`config.mk`:
```
export PLATFORM = sky130hd
export DESIGN_NAME = rtype_seq_ctrl
export DESIGN_NICKNAME = d
export VERILOG_FILES = /design/src/rtl/rtype_pkg.sv /design/src/rtl/rtype_decode.sv /design/src/rtl/rtype_seq_ctrl.sv
export SDC_FILE = /design/constraint.sdc
export NUM_CORES = 1
export LEC_CHECK = 0
export CAP_MARGIN = 20
export CORE_ASPECT_RATIO = 0.8
export CORE_MARGIN = 2
export CORE_UTILIZATION = 35
export DETAILED_ROUTE_END_ITERATION = 10
export PLACE_DENSITY = 0.57
export SETUP_SLACK_MARGIN = 0.3
export SYNTH_ARGS = -nofsm -noshare
export SYNTH_HDL_FRONTEND = slang
export SYNTH_SLANG_ARGS = --single-unit
export TNS_END_PERCENT = 20
```
`constraint.sdc`:
```
create_clock -name clk -period 9.5 [get_ports clk]
set_clock_uncertainty 0.15 [all_clocks]
set_input_delay 2.85 -clock clk [delete_from_list [all_inputs] [get_ports clk]]
set_output_delay 2.85 -clock clk [all_outputs]
set_load 0.02 [all_outputs]
```
`src/rtl/rtype_pkg.sv`:
```
// Shared types and constants for the R-type sequencer: FSM states, funct
// encodings, ALU selects, error codes and the HALT sentinel word.
package rtype_pkg;

  typedef enum logic [2:0] {
    IDLE,
    FETCH,
    DECODE,
    EXEC,
    WB,
    HALT
  } state_e;

  localparam logic [5:0] FUNCT_ADD = 6'h20;
  localparam logic [5:0] FUNCT_SUB = 6'h22;
  localparam logic [5:0] FUNCT_AND = 6'h24;
  localparam logic [5:0] FUNCT_OR  = 6'h25;
  localparam logic [5:0] FUNCT_SLT = 6'h2A;
  localparam logic [5:0] FUNCT_NOR = 6'h27;

  localparam logic [2:0] ALU_ADD = 3'd0;
  localparam logic [2:0] ALU_SUB = 3'd1;
  localparam logic [2:0] ALU_AND = 3'd2;
  localparam logic [2:0] ALU_OR  = 3'd3;
  localparam logic [2:0] ALU_SLT = 3'd4;
  localparam logic [2:0] ALU_NOR = 3'd5;

  localparam logic [31:0] HALT_WORD = 32'hFFFF_FFFF;

  localparam logic [1:0] ERR_NONE    = 2'd0;
  localparam logic [1:0] ERR_ILLEGAL = 2'd1;
  localparam logic [1:0] ERR_TIMEOUT = 2'd2;

endpackage

```
`src/rtl/rtype_decode.sv`:
```
// Combinational R-type field decoder: splits the instruction word and maps
// funct to an ALU select, flagging legality and the HALT sentinel.
module rtype_decode
  import rtype_pkg::*;
(
  input  logic [31:0] instr,
  output logic [4:0]  rs,
  output logic [4:0]  rt,
  output logic [4:0]  rd,
  output logic [2:0]  alu_op,
  output logic        legal,
  output logic        is_halt
);

  logic [5:0] opcode;
  logic [5:0] funct;

  always_comb begin
    opcode  = instr[31:26];
    funct   = instr[5:0];
    rs      = instr[25:21];
    rt      = instr[20:16];
    rd      = instr[15:11];
    is_halt = (instr == HALT_WORD);
    legal   = 1'b0;
    alu_op  = ALU_ADD;
    if (opcode == 6'd0) begin
      legal = 1'b1;
      case (funct)
        FUNCT_ADD: alu_op = ALU_ADD;
        FUNCT_SUB: alu_op = ALU_SUB;
        FUNCT_AND: alu_op = ALU_AND;
        FUNCT_OR:  alu_op = ALU_OR;
        FUNCT_SLT: alu_op = ALU_SLT;
        FUNCT_NOR: alu_op = ALU_NOR;
        default:   legal  = 1'b0;
      endcase
    end
  end

endmodule

```
`src/rtl/rtype_seq_ctrl.sv`:
```
// Multi-cycle R-type sequencer: FETCH/DECODE/EXEC/WB loop from pc 0 until a
// HALT word, the retire limit or a fetch timeout. All outputs are registered.
module rtype_seq_ctrl
  import rtype_pkg::*;
#(
  parameter int ADDR_W        = 8,
  parameter int MAX_INSTR     = 255,
  parameter int FETCH_TIMEOUT = 15
) (
  input  logic              clk,
  input  logic              rst,
  input  logic              start,
  output logic              instr_req,
  output logic [ADDR_W-1:0] pc,
  input  logic [31:0]       instr,
  input  logic              instr_valid,
  output logic [4:0]        R_register_1,
  output logic [4:0]        R_register_2,
  output logic [4:0]        W_register,
  output logic              RegEn,
  output logic [2:0]        alu_op,
  output logic              busy,
  output logic              done,
  output logic [1:0]        err,
  output logic [7:0]        retired
);

  localparam logic [7:0] TO_LAST   = 8'(FETCH_TIMEOUT - 1);
  localparam logic [7:0] RET_LIMIT = 8'(MAX_INSTR);

  state_e            state_q, state_d;
  logic [ADDR_W-1:0] pc_q, pc_d;
  logic [31:0]       ir_q, ir_d;
  logic [7:0]        to_cnt_q, to_cnt_d;
  logic [4:0]        rd1_q, rd1_d, rd2_q, rd2_d, wreg_q, wreg_d;
  logic [2:0]        op_q, op_d;
  logic              regen_q, regen_d, req_q, req_d;
  logic              busy_q, busy_d, done_q, done_d;
  logic [1:0]        err_q, err_d;
  logic [7:0]        retired_q, retired_d, retired_inc;

  logic [4:0] dec_rs, dec_rt, dec_rd;
  logic [2:0] dec_op;
  logic       dec_legal, dec_halt;

  rtype_decode u_decode (
    .instr   (ir_q),
    .rs      (dec_rs),
    .rt      (dec_rt),
    .rd      (dec_rd),
    .alu_op  (dec_op),
    .legal   (dec_legal),
    .is_halt (dec_halt)
  );

  always_comb begin
    state_d     = state_q;
    pc_d        = pc_q;
    ir_d        = ir_q;
    to_cnt_d    = to_cnt_q;
    rd1_d       = rd1_q;
    rd2_d       = rd2_q;
    wreg_d      = wreg_q;
    op_d        = op_q;
    regen_d     = 1'b0;
    err_d       = err_q;
    retired_d   = retired_q;
    retired_inc = (retired_q == 8'hFF) ? 8'hFF : retired_q + 8'd1;
    case (state_q)
      IDLE, HALT: begin
        if (start) begin
          state_d   = FETCH;
          pc_d      = '0;
          retired_d = '0;
          err_d     = ERR_NONE;
          to_cnt_d  = '0;
        end
      end
      FETCH: begin
        if (instr_valid) begin
          ir_d     = instr;
          to_cnt_d = '0;
          state_d  = DECODE;
        end else if (to_cnt_q == TO_LAST) begin
          err_d    = ERR_TIMEOUT;
          to_cnt_d = '0;
          state_d  = HALT;
        end else begin
          to_cnt_d = to_cnt_q + 8'd1;
        end
      end
      DECODE: begin
        // The HALT word also advances pc so pc points past the last fetched word.
        if (dec_halt) begin
          pc_d    = pc_q + 1'b1;
          state_d = HALT;
        end else if (!dec_legal) begin
          if (err_q == ERR_NONE) err_d = ERR_ILLEGAL;
          pc_d    = pc_q + 1'b1;
          state_d = FETCH;
        end else begin
          rd1_d   = dec_rs;
          rd2_d   = dec_rt;
          op_d    = dec_op;
          state_d = EXEC;
        end
      end
      EXEC: begin
        wreg_d  = dec_rd;
        regen_d = (dec_rd != 5'd0);
        state_d = WB;
      end
      WB: begin
        retired_d = retired_inc;
        pc_d      = pc_q + 1'b1;
        state_d   = (retired_inc == RET_LIMIT) ? HALT : FETCH;
      end
      default: state_d = IDLE;
    endcase
    req_d  = (state_d == FETCH);
    busy_d = (state_d != IDLE) && (state_d != HALT);
    done_d = (state_d == HALT) && (state_q != HALT);
  end

  always_ff @(posedge clk or posedge rst) begin
    if (rst) begin
      state_q   <= IDLE;
      pc_q      <= '0;
      ir_q      <= '0;
      to_cnt_q  <= '0;
      rd1_q     <= '0;
      rd2_q     <= '0;
      wreg_q    <= '0;
      op_q      <= '0;
      regen_q   <= 1'b0;
      req_q     <= 1'b0;
      busy_q    <= 1'b0;
      done_q    <= 1'b0;
      err_q     <= ERR_NONE;
      retired_q <= '0;
    end else begin
      state_q   <= state_d;
      pc_q      <= pc_d;
      ir_q      <= ir_d;
      to_cnt_q  <= to_cnt_d;
      rd1_q     <= rd1_d;
      rd2_q     <= rd2_d;
      wreg_q    <= wreg_d;
      op_q      <= op_d;
      regen_q   <= regen_d;
      req_q     <= req_d;
      busy_q    <= busy_d;
      done_q    <= done_d;
      err_q     <= err_d;
      retired_q <= retired_d;
    end
  end

  assign instr_req    = req_q;
  assign pc           = pc_q;
  assign R_register_1 = rd1_q;
  assign R_register_2 = rd2_q;
  assign W_register   = wreg_q;
  assign RegEn        = regen_q;
  assign alu_op       = op_q;
  assign busy         = busy_q;
  assign done         = done_q;
  assign err          = err_q;
  assign retired      = retired_q;

endmodule

```
After elaboration in Yosys (flattened, before gate mapping)
Index checks and enable logic that the tools add are counted.
{ "totals": {"register_bits": 83, "latchBits": 0, "ram_bits": 0, "mem_bits_ro": 0, "output_inout_bits": 40, "wordCells": 91, "mem_count": 0} }
{ "op_classes": {"add_sub_neg": 3, "multipliers": 0, "div": 0, "n_lt_le_gt_ge": 0, "eq_ne": 26, "shift": 0, "n_mux": 28, "n_bitwise": 1, "reduce_logical": 19} }
{ "op_table": {"columns": ["cell", "count"], "rows": [
  ["8-bit 2-to-1 mux", 6],
  ["6-bit equality test (second input constant)", 6],
  ["32-bit equality test (second input constant)", 1],
  ["8-bit one-hot mux with 2 select lines", 2],
  ["3-bit one-hot mux with 5 select lines", 2],
  ["8-bit by 1-bit adder with 8-bit output (second input constant)", 3],
  ["8-bit one-hot mux with 3 select lines", 1],
  ["3-bit 2-to-1 mux", 6],
  ["8-bit equality test (second input constant)", 2],
  ["2-bit 2-to-1 mux", 7],
  ["2-bit != test (second input constant)", 6],
  ["3-bit equality test (second input constant)", 3],
  ["3-bit != test (second input constant)", 3],
  ["3-bit nonzero test", 3],
  ["8-bit by 4-bit equality test with 1-bit output (second input constant)", 1],
  ["7-bit AND reduction", 1],
  ["3-bit by 1-bit equality test with 1-bit output (second input constant)", 2],
  ["3-bit by 2-bit equality test with 1-bit output (second input constant)", 2],
  ["6-bit zero test", 1],
  ["2-bit one-hot mux with 3 select lines", 1],
  ["2-bit AND reduction", 3],
  ["3-bit AND reduction", 2],
  ["6-bit OR reduction", 1],
  ["5-bit nonzero test", 1],
  ["7 further kinds", 11]
]} }

Depth between registers and ports, before layout
Gate-level depths: netlist (run 1).
{ "logic_depth": {"word_depth": 9, "ltp_mapped": 9, "ltp_nobuf": 8} }

Hierarchy
Synthesis (run 1) repeated with hierarchy kept, for this count alone.
{ "unflattened": {"cells_unflattened": 425, "hier_area_um2": 4046.4} }
{ "by_module_without_submodules": {"columns": ["module", "n_inst", "cells_each", "area_each_um2", "seq_area_each_um2"], "rows": [
  ["rtype_seq_ctrl", 1, 384, 3754.9, 2077.0],
  ["rtype_decode", 1, 41, 291.5, 0.0]
]} }

Worst setup path after synthesis (run 1)
OpenSTA, ideal clock, no wires.
{ "synth_path": {"path_type": "in2reg", "start": "input port instr_valid", "end": "register ir_q[10]", "arrival_time_ps": 4086, "slack_ps": 5139, "cell_stages": 4, "n_path_buf": 1, "path_cell_list": "inv_1 > nor3_1 > clkbuf_1 > mux2_2"} }
{ "synth_via": {"elab_chain_cells": 1} }
{ "synth_lines": {"columns": ["element", "line_no", "rtl"], "rows": [
  ["start, declared", "rtype_seq_ctrl.sv:16", "input logic instr_valid,"],
  ["2-bit AND reduction (no line)", null, null],
  ["end signal, assigned", "rtype_seq_ctrl.sv:144", "ir_q <= ir_d;"],
  ["end, declared", "rtype_seq_ctrl.sv:33", "logic [31:0] ir_q, ir_d;"]
]} }
Every way passes these cells.
A chain may end at the register's enable or synchronous reset.

Final worst setup path (run 1)
{ "layout_path": {"start": "input port start", "end": "register pc_q[7] (netlist: pc[7])"} }
{ "layout_via": {"elab_chain_cells": 2} }
{ "layout_lines": {"columns": ["element", "line_no", "rtl"], "rows": [
  ["start, declared", "rtype_seq_ctrl.sv:12", "input logic start,"],
  ["2-bit != test (no line)", null, null],
  ["3-bit AND reduction (no line)", null, null],
  ["end signal, assigned", "rtype_seq_ctrl.sv:143", "pc_q <= pc_d;"],
  ["end, declared", "rtype_seq_ctrl.sv:32", "logic [ADDR_W-1:0] pc_q, pc_d;"]
]} }
Every way passes these cells.

==> results of run 1 <==
## worst max-delay path, cell delays in order
cell             delay (ps)
clkdlybuf4s50_1         610
o21ai_0                 120
a21oi_1                 440
nor2_2                  130
or4_1                   510
a21oi_1                 160
## cells by family (layout without fill, tap and decap cells)
group                    after synthesis  count (layout)  share of synthesized area
buffers and inverters                 23             102                     0.0270
adder cells (fa/ha/maj)                4               4                     0.0130
AND/OR/NAND/NOR                      131             131                      0.173
flip-flops                            83              83                      0.541
AO/OA/AOI/OAI                         66              66                      0.113
multiplexers                          40              40                      0.117
XOR/XNOR                               7               7                     0.0160
## synthesized netlist by cell type, types with 4 or more instances
cell and count:
a211oi_1 4, a21oi_1 17, a31oi_1 4, and3_1 6
and4_1 5, clkbuf_1 13, dfrtp_1 83, ha_1 4
inv_1 6, mux2_2 38, nand2_1 53, nand2b_1 4
nand3_1 8, nand4_1 9, nor2_1 17, nor3_1 7
o21ai_0 17, xor2_1 6
## cell type report
class,count,area share
Multi-Input combinational cell,248,0.331
Tap cell,144,0.0358
Sequential cell,83,0.413
Timing Repair Buffer,80,0.161
Clock buffer,11,0.0482
Clock inverter,5,0.00721
Inverter,6,0.00472
## power by group
group	switching, mW	internal [mW]	total (mW)
clock network	0.140	0.185	0.325
logic	0.214	0.229	0.443
registers	0.105	0.466	0.572
total	0.459	0.880	1.34
## worst max path at each step
stage                      from                     endpoint
final                     start            pc[7]$_DFFE_PP0P_
after CTS                 start            pc[7]$_DFFE_PP0P_
after floorplan             rst  R_register_1[0]$_DFFE_PP0P_
after global routing      start            pc[7]$_DFFE_PP0P_
after detailed placement  start            pc[7]$_DFFE_PP0P_
after global placement    start            pc[7]$_DFFE_PP0P_
## state kept, by name (all words and copies together) (netlist names), 3 cells and up
signal        flops
R_register_2      5
state_q           3
retired           8
ir_q             32
to_cnt_q          8
R_register_1      5
W_register        5
alu_op            3
pc                8
## metal layers
| metal | vias to the layer above | track usage |
|---|---|---|
| li1 | 1425 | - |
| met1 | 1399 | 0.226 |
| met2 | 58 | 0.221 |
| met3 | 10 | 0.0434 |
| met4 | 0 | 0.0510 |
| met5 | - | 0 |
==> impl_metrics.ini, run 1 <==
[global_routing]
grt_pass1_vias = 2797
overflow = 0
grt_pass1_wl_mm = 14.4
antenna_found_initial = 0
grtUsageTotal = 0.155
grt_max_degree = 84

[logic_synthesis]
seq_area_frac_synth = 0.541
synth_cell_types = 53
netlist.area_leader.share = 0.541
ys_warn_count = 0
syn-num-nets = 394
synth-edff-count = 0
synth_area_um2 = 3840
syn_area_per_cell_um2 = 10.9
ys_async_sr_fraction = 1.00
synth_seq_cells = 83
yosys.area.top_type = dfrtp_1
synthCells = 354
yosys_most_used_dff = dfrtp_1
synth_area_leaders = dfrtp_1, mux2_2, nand2_1

[clock_tree]
cts-buffers-inserted = 9
clk_latency_ps = 340
cts.sinks = 83
cts_tree = done
cts_resized = 0
cts-root-buf = clkbuf_16
htreeDepth = 3
ctsHoldBuffers = 0
cts.reportedPaths.clkPinSlew_ps = 60
postCtsSetupRepairBufs = 0
clockBufferDepth = 2

[sta]
whs_ps = 327
slew_viol_final = 0
hold_viol = 0
tns_ps = 0
fin_ws_ps = 4790
setup_viol = 0
tightest_slew_ps = 701
rsz0062_at_grt = false
finalCriticalPeriod_ps = 4710
min_period_over_period = 0.496
slew_headroom = 0.532
clock.fmax_ghz = 0.212

[die]
die_w_um = 121
dieArea_um2 = 11800
core_um2 = 10800
start_util = 0.357
die_h_um = 97.7
io_pins = 76
rows = 34

[hold_path]
hold_depth = 2
holdPathEnd = alu_op[1]$_DFFE_PP0P_
hp-class = reg -> reg
min-delay-start = alu_op[1]$_DFFE_PP0P_

[place]
dpl.hpwl_mm = 5.87
numPlacedInstances = 560
place.gp.congestion = 0.813
dpl_cell_area_um2 = 4730
portBuffers = 75
dp_slack_ps = 4470

[layout]
diodes = 0
seq_area_um2 = 2080
design_area_um2 = 5030
drive_gt1_frac = 0.155
area_delta_synth_final_pct = 31.0
instances_no_fill = 577
layout_commonest_cell = dfrtp_1
final_cell_mix = dfrtp_1, clkdlybuf4s50_1, nand2_1
multiInputGateArea_um2 = 1670
final_core_util = 0.468
final_nets = 468
fill_cells = 1013

[worst_setup_path]
worstPathArrival_ps = 4820
worstPathRequired_ps = 9610
worstSetupStartpointType = input pin
path_class = in -> reg
worstReg2RegStart = ir_q[31]$_DFFE_PP0P_
r2r_cells = 6
rrSetupSlack_ps = 6600
r2r_end = done$_DFF_PP0_
cp_max_fo = 7
critPathCaptureType = flip-flop

[drt]
met3WireLength_um = 347
dr.pass1.iters = 4
antenna_left = 0
dr.max_layer_used = met4
wl_mm = 8.47
wl_met2_mm = 3.78
drc = 0
vias_per_cell = 5.01
wl_per_cell_um = 14.7
drt-initial-drc-count = 188
met1_length_mm = 4.22
num_vias = 2892

[job]
maxCapViolCount = 0

[power]
powerDensity_nw_per_um2 = 266
power_mw = 1.34
leakagePower_nw = 2.14
peakVddDrop_uv = 99.0

[outcome]
outcome = complete, no violations
No activity file was read; power rests on OpenSTA's default activity.
==> run 2: changes to the inputs <==
==> constraint.sdc (replaced) <==
create_clock -name clk -period 4.9 [get_ports clk]
set_clock_uncertainty 0.15 [all_clocks]
set_input_delay 1.47 -clock clk [delete_from_list [all_inputs] [get_ports clk]]
set_output_delay 1.47 -clock clk [all_outputs]
set_load 0.02 [all_outputs]
==> impl_metrics.ini, run 2 (synthesized netlist as in run 1, its figures left out) <==
[hold_path]
min-delay-start = R_register_2[4]$_DFFE_PP0P_
holdPathEnd = R_register_2[4]$_DFFE_PP0P_
hp-class = reg -> reg
hold_depth = 2

[clock_tree]
cts_resized = 0
cts_tree = done
cts-buffers-inserted = 9
postCtsSetupRepairBufs = 0
cts.sinks = 83
cts.reportedPaths.clkPinSlew_ps = 70
cts-root-buf = clkbuf_16
clockBufferDepth = 2
clk_latency_ps = 340
ctsHoldBuffers = 0
htreeDepth = 3

[layout]
area_delta_synth_final_pct = 31.1
final_core_util = 0.468
final_nets = 468
diodes = 0
layout_commonest_cell = dfrtp_1
design_area_um2 = 5040
final_cell_mix = dfrtp_1, clkdlybuf4s50_1, nand2_1
largest_register_ffs = 32
fill_cells = 994
drive_gt1_frac = 0.155
instances_no_fill = 577
seq_area_um2 = 2080
regMostFlops = ir_q
multiInputGateArea_um2 = 1670

[worst_setup_path]
critPathCaptureType = flip-flop
worst_path_largest_cell_delay_ps = 610
r2r_cells = 6
rrSetupSlack_ps = 1950
path_cells = clkdlybuf4s50_1 -> o21ai_0 -> a21oi_1 -> nor2_2 -> or4_1 -> a21oi_1
path_class = in -> reg
critPathBufInv = 1
r2r_end = done$_DFF_PP0_
crit_family = compound AO/OA/AOI/OAI gates
worstReg2RegStart = ir_q[31]$_DFFE_PP0P_
worstPathArrival_ps = 3440
cp_max_fo = 7
worstPathRequired_ps = 5020
cpMostUsedCell = a21oi_1
crit_slowest_cell = clkdlybuf4s50_1
worstSetupStartpointType = input pin

[power]
leakagePower_nw = 2.14
p_clk_frac = 0.259
powerDensity_nw_per_um2 = 528
p_sw_frac = 0.343
switchingPower_mw = 0.912
seq_power_share = 0.418
pwr-share-comb = 0.324
p_int_mw = 1.75
peakVddDrop_uv = 240

[sta]
finalCriticalPeriod_ps = 3320
tightest_slew_ps = 751
tns_ps = 0
rsz0062_at_grt = false
min_period_over_period = 0.677
setup_viol = 0
slew_headroom = 0.499
fin_ws_ps = 1580
hold_viol = 0
slew_viol_final = 0
clock.fmax_ghz = 0.301

[global_routing]
grt_max_degree = 41
grtUsageTotal = 0.161
antenna_found_initial = 0
grt_pass1_wl_mm = 14.9
overflow = 0
grt_pass1_vias = 2946

[outcome]
outcome = complete, no violations

[die]
rows = 34
die_h_um = 97.7
io_pins = 76
dieArea_um2 = 11800
die_w_um = 121
start_util = 0.357
core_um2 = 10800

[drt]
num_vias = 2950
antenna_left = 0
drt-initial-drc-count = 161
wl_mm = 8.74
dr.pass1.iters = 4
wl_per_cell_um = 15.1
vias_per_cell = 5.11
drc = 0

[place]
dpl.hpwl_mm = 6.17
numPlacedInstances = 561
portBuffers = 75
dp_slack_ps = 1250
place.gp.congestion = 0.818
dpl_cell_area_um2 = 4730

[job]
maxCapViolCount = 0
run 2: cell types whose count changed in the layout (fill, tap and decap cells not counted), sizes merged:
cell,before,now
bufinv,0,1
clkbuf,11,10
clkinv,5,2
clkinvlp,0,2
inv,6,7
run 2: metal layers:
layer	GRT usage	share of wire
met1	0.226	0.49
met4	0.0537	0.014
met2	0.234	0.45
met3	0.0522	0.049
met5	0	0
run 2: how the worst max path moves through the flow:
stage / from / to / slack (ps) / cells after the start
2_1_floorplan: rst / R_register_1[0]$_DFFE_PP0P_ / 1140 / 1
3_3_place_gp: start / pc[7]$_DFFE_PP0P_ / 1320 / 6
3_5_place_dp: start / pc[7]$_DFFE_PP0P_ / 1250 / 6
4_1_cts: start / pc[7]$_DFFE_PP0P_ / 1620 / 6
5_1_grt: start / pc[7]$_DFFE_PP0P_ / 1410 / 6
6_report: start / pc[7]$_DFFE_PP0P_ / 1580 / 6
run 2: layout make-up:
class,instances,area share
Sequential cell,83,0.412
Multi-Input combinational cell,248,0.331
Timing Repair Buffer,80,0.156
Clock buffer,10,0.0455
Tap cell,144,0.0358
Clock inverter,6,0.0147
Inverter,6,0.00472
run 2: tightest hold or removal path, delay by kind of cell, from the launching register on:
family | cells | cell delay (ps)
simple gates | 2 | 100
flops | 1 | 350
run 2: stage by stage:
stage,power [mW],hold slack [ps]
after floorplan,1.68,296
after global placement,1.96,316
after detailed placement,1.99,312
after CTS,2.69,332
after global routing,2.84,356
final,2.66,330
run 2: power by group through the flow:
stage | sequential (mW) | combinational (mW) | clock (mW)
after floorplan | 1.12 | 0.558 | 0
after global placement | 1.12 | 0.844 | 0
after detailed placement | 1.12 | 0.866 | 0
after CTS | 1.11 | 0.870 | 0.706
after global routing | 1.15 | 0.946 | 0.740
final | 1.11 | 0.861 | 0.688
==> variant, RTL diff (settings of run 2) <==
`ADDR_W`: 8 -> 10.
--- a/src/rtl/rtype_seq_ctrl.sv
+++ b/src/rtl/rtype_seq_ctrl.sv
@@ -3,7 +3,7 @@
 module rtype_seq_ctrl
   import rtype_pkg::*;
 #(
-  parameter int ADDR_W        = 8,
+  parameter int ADDR_W        = 10,
   parameter int MAX_INSTR     = 255,
   parameter int FETCH_TIMEOUT = 15
 ) (
Interface: changed (resized pc); port bits go from 76 to 78. The function was not compared with the original's and may differ.
==> variant against run 2 <==
Global-route usage down 0.73 points. Sequential cell count is 2 higher. Wire length is 5.4% higher. Worst setup slack improved by 0.14 ns. Design area grew 4.0%. Power is essentially flat. Synthesized cell count increased by 7.3%. Synthesized area increased by 5.0%. Non-clock buffer count unchanged. Maximum frequency is 4.4% higher. Critical path type unchanged. Largest power group unchanged.
==> variant: results (changes against run 2) <==
Finish
  – Net count reported at finish: 494 (was 468)
  – # fillers: 1,090 (was 994)
  – Share of layout cells above drive strength 1: 0.133 (was 0.155)
  – Final instance area: 0.00524 mm² (was 0.00504 mm²)
  – Max reg flops: 32 (unchanged)

Route
  – Final wirelength: 9.21 mm (was 8.74 mm)
  – Vias per inst: 5.10 (was 5.11)
  – WL met1: 4.61 mm (was 4.27 mm)
  – DR WL met2: 4.13 mm (was 3.91 mm)
  – 1st-iter DRT viols: 131 (was 161)
  – Met3 WL: 388 µm (was 431 µm)
  – Via count: 3,095 (was 2,950)

Synthesis
  – Asr flop ratio synth: 1.00 (unchanged)
  – Area contributors post-synth: dfrtp_1, mux2_2, nand2_1 (unchanged)
  – Syn avg cell area: 10.6 µm² (was 10.9 µm²)
  – Synth top cells by count: dfrtp_1, nand2_1, mux2_2 (unchanged)
  – Synth Area in Adders: 0.0149 (was 0.0130)
  – Most used DFF post-synth: dfrtp_1 (unchanged)
  – Seq/Total Area, Yosys: 0.527 (was 0.541)
  – Cell variety after synth: 52 (was 53)
  – Post-synthesis xor/xnor area fraction: 0.00651 (was 0.0160)
  – Compound-Gate Fraction of Synth Area: 0.0930 (was 0.113)
  – Multiplexer share of the synthesized area: 0.134 (was 0.117)
  – Post-Syn Nets: 420 (was 394)

CTS
  – Longest Clk Path Bufs: 2 (unchanged)
  – CTS Buf Count: 9 (unchanged)
  – Clock-pin slew on the worst setup and hold paths: 0.06 ns

Critical path
  – Worst Setup EP: to_cnt_q[3] (was pc[7])
  – Reg2reg start: state_q[1] (was ir_q[31])
  – Register-to-register setup slack: 2.15 ns (was 1.95 ns)
  – FF-to-FF End: err[1] (was done)
  – Biggest fanout along the worst timing path: 8 (was 7)
  – Worst setup path startpoint: instr_valid (was start)
  – R2R depth: 5 (was 6)
  – Critical Path AT: 3.30 ns (was 3.44 ns)

Power and ir drop
  – VDD IR max: 0.234 mV (was 0.240 mV)
  – Static leakage: 2.20 nW (was 2.14 nW)

Global routing
  – GR Layer Usage met3: 0.0392 (was 0.0522)
  – Largest net degree at the start of global routing: 86 (was 41)
  – Met2 Usage GRT: 0.229 (was 0.234)
  – Initial antenna violation count: 0 (unchanged)
  – First-pass GRT wire length: 14.8 mm (was 14.9 mm)
  – All-Layer GR Usage: 0.154 (was 0.161)
  – Vias in the first global route: 2,924 (was 2,946)
  – Met1 GRT Util: 0.221 (was 0.226)

Timing
  – Worst-Margin Slew: 0.826 ns (was 0.751 ns)
  – Fin crit share: 0.649 (was 0.677)

Place
  – Dpl ws: 1.38 ns (was 1.25 ns)
  – Dpl cell area: 0.00495 mm² (was 0.00473 mm²)
  – Dpl cells: 591 (was 561)
  – I/O Buffers: 77 (was 75)
  – Post-detail-place hpwl: 6.33 mm (was 6.17 mm)
  – Final GP Congestion: 0.789 (was 0.818)

Run status
  – Status: complete, no violations (unchanged)

Min path
  – Hold Crit Start: alu_op[1] (was R_register_2[4])
  – Hold path depth: 2 (unchanged)
variant: cell type report:
type                       instances  area share
clock buffer                      11      0.0483
clock inverter                     5     0.00669
inverter                           9     0.00669
multi-input combinational        269       0.343
sequential                        85       0.406
tap                              148      0.0354
timing repair buffer              80       0.154
variant: where the power goes:
group | leakage (nW) | switching (mW) | internal (mW) | total, mW
logic | 0.971 | 0.447 | 0.450 | 0.897
registers | 1.09 | 0.205 | 0.918 | 1.12
clock network | 0.141 | 0.270 | 0.371 | 0.641
total | 2.20 | 0.922 | 1.74 | 2.66
variant: worst min path at each step:
stage / end / slack (ns)
after detailed placement: alu_op[1] / 0.31
after global placement: alu_op[1] / 0.30
after floorplan: R_register_1[2] / 0.31
after global routing: R_register_2[1] / 0.34
after CTS: alu_op[1] / 0.33
final: alu_op[1] / 0.32
variant: critical path: stages:
cell	delay, ns
clkdlybuf4s50_1	0.47
or4b_1	0.53
a21o_1	0.25
or4_1	0.49
nand2_1	0.08
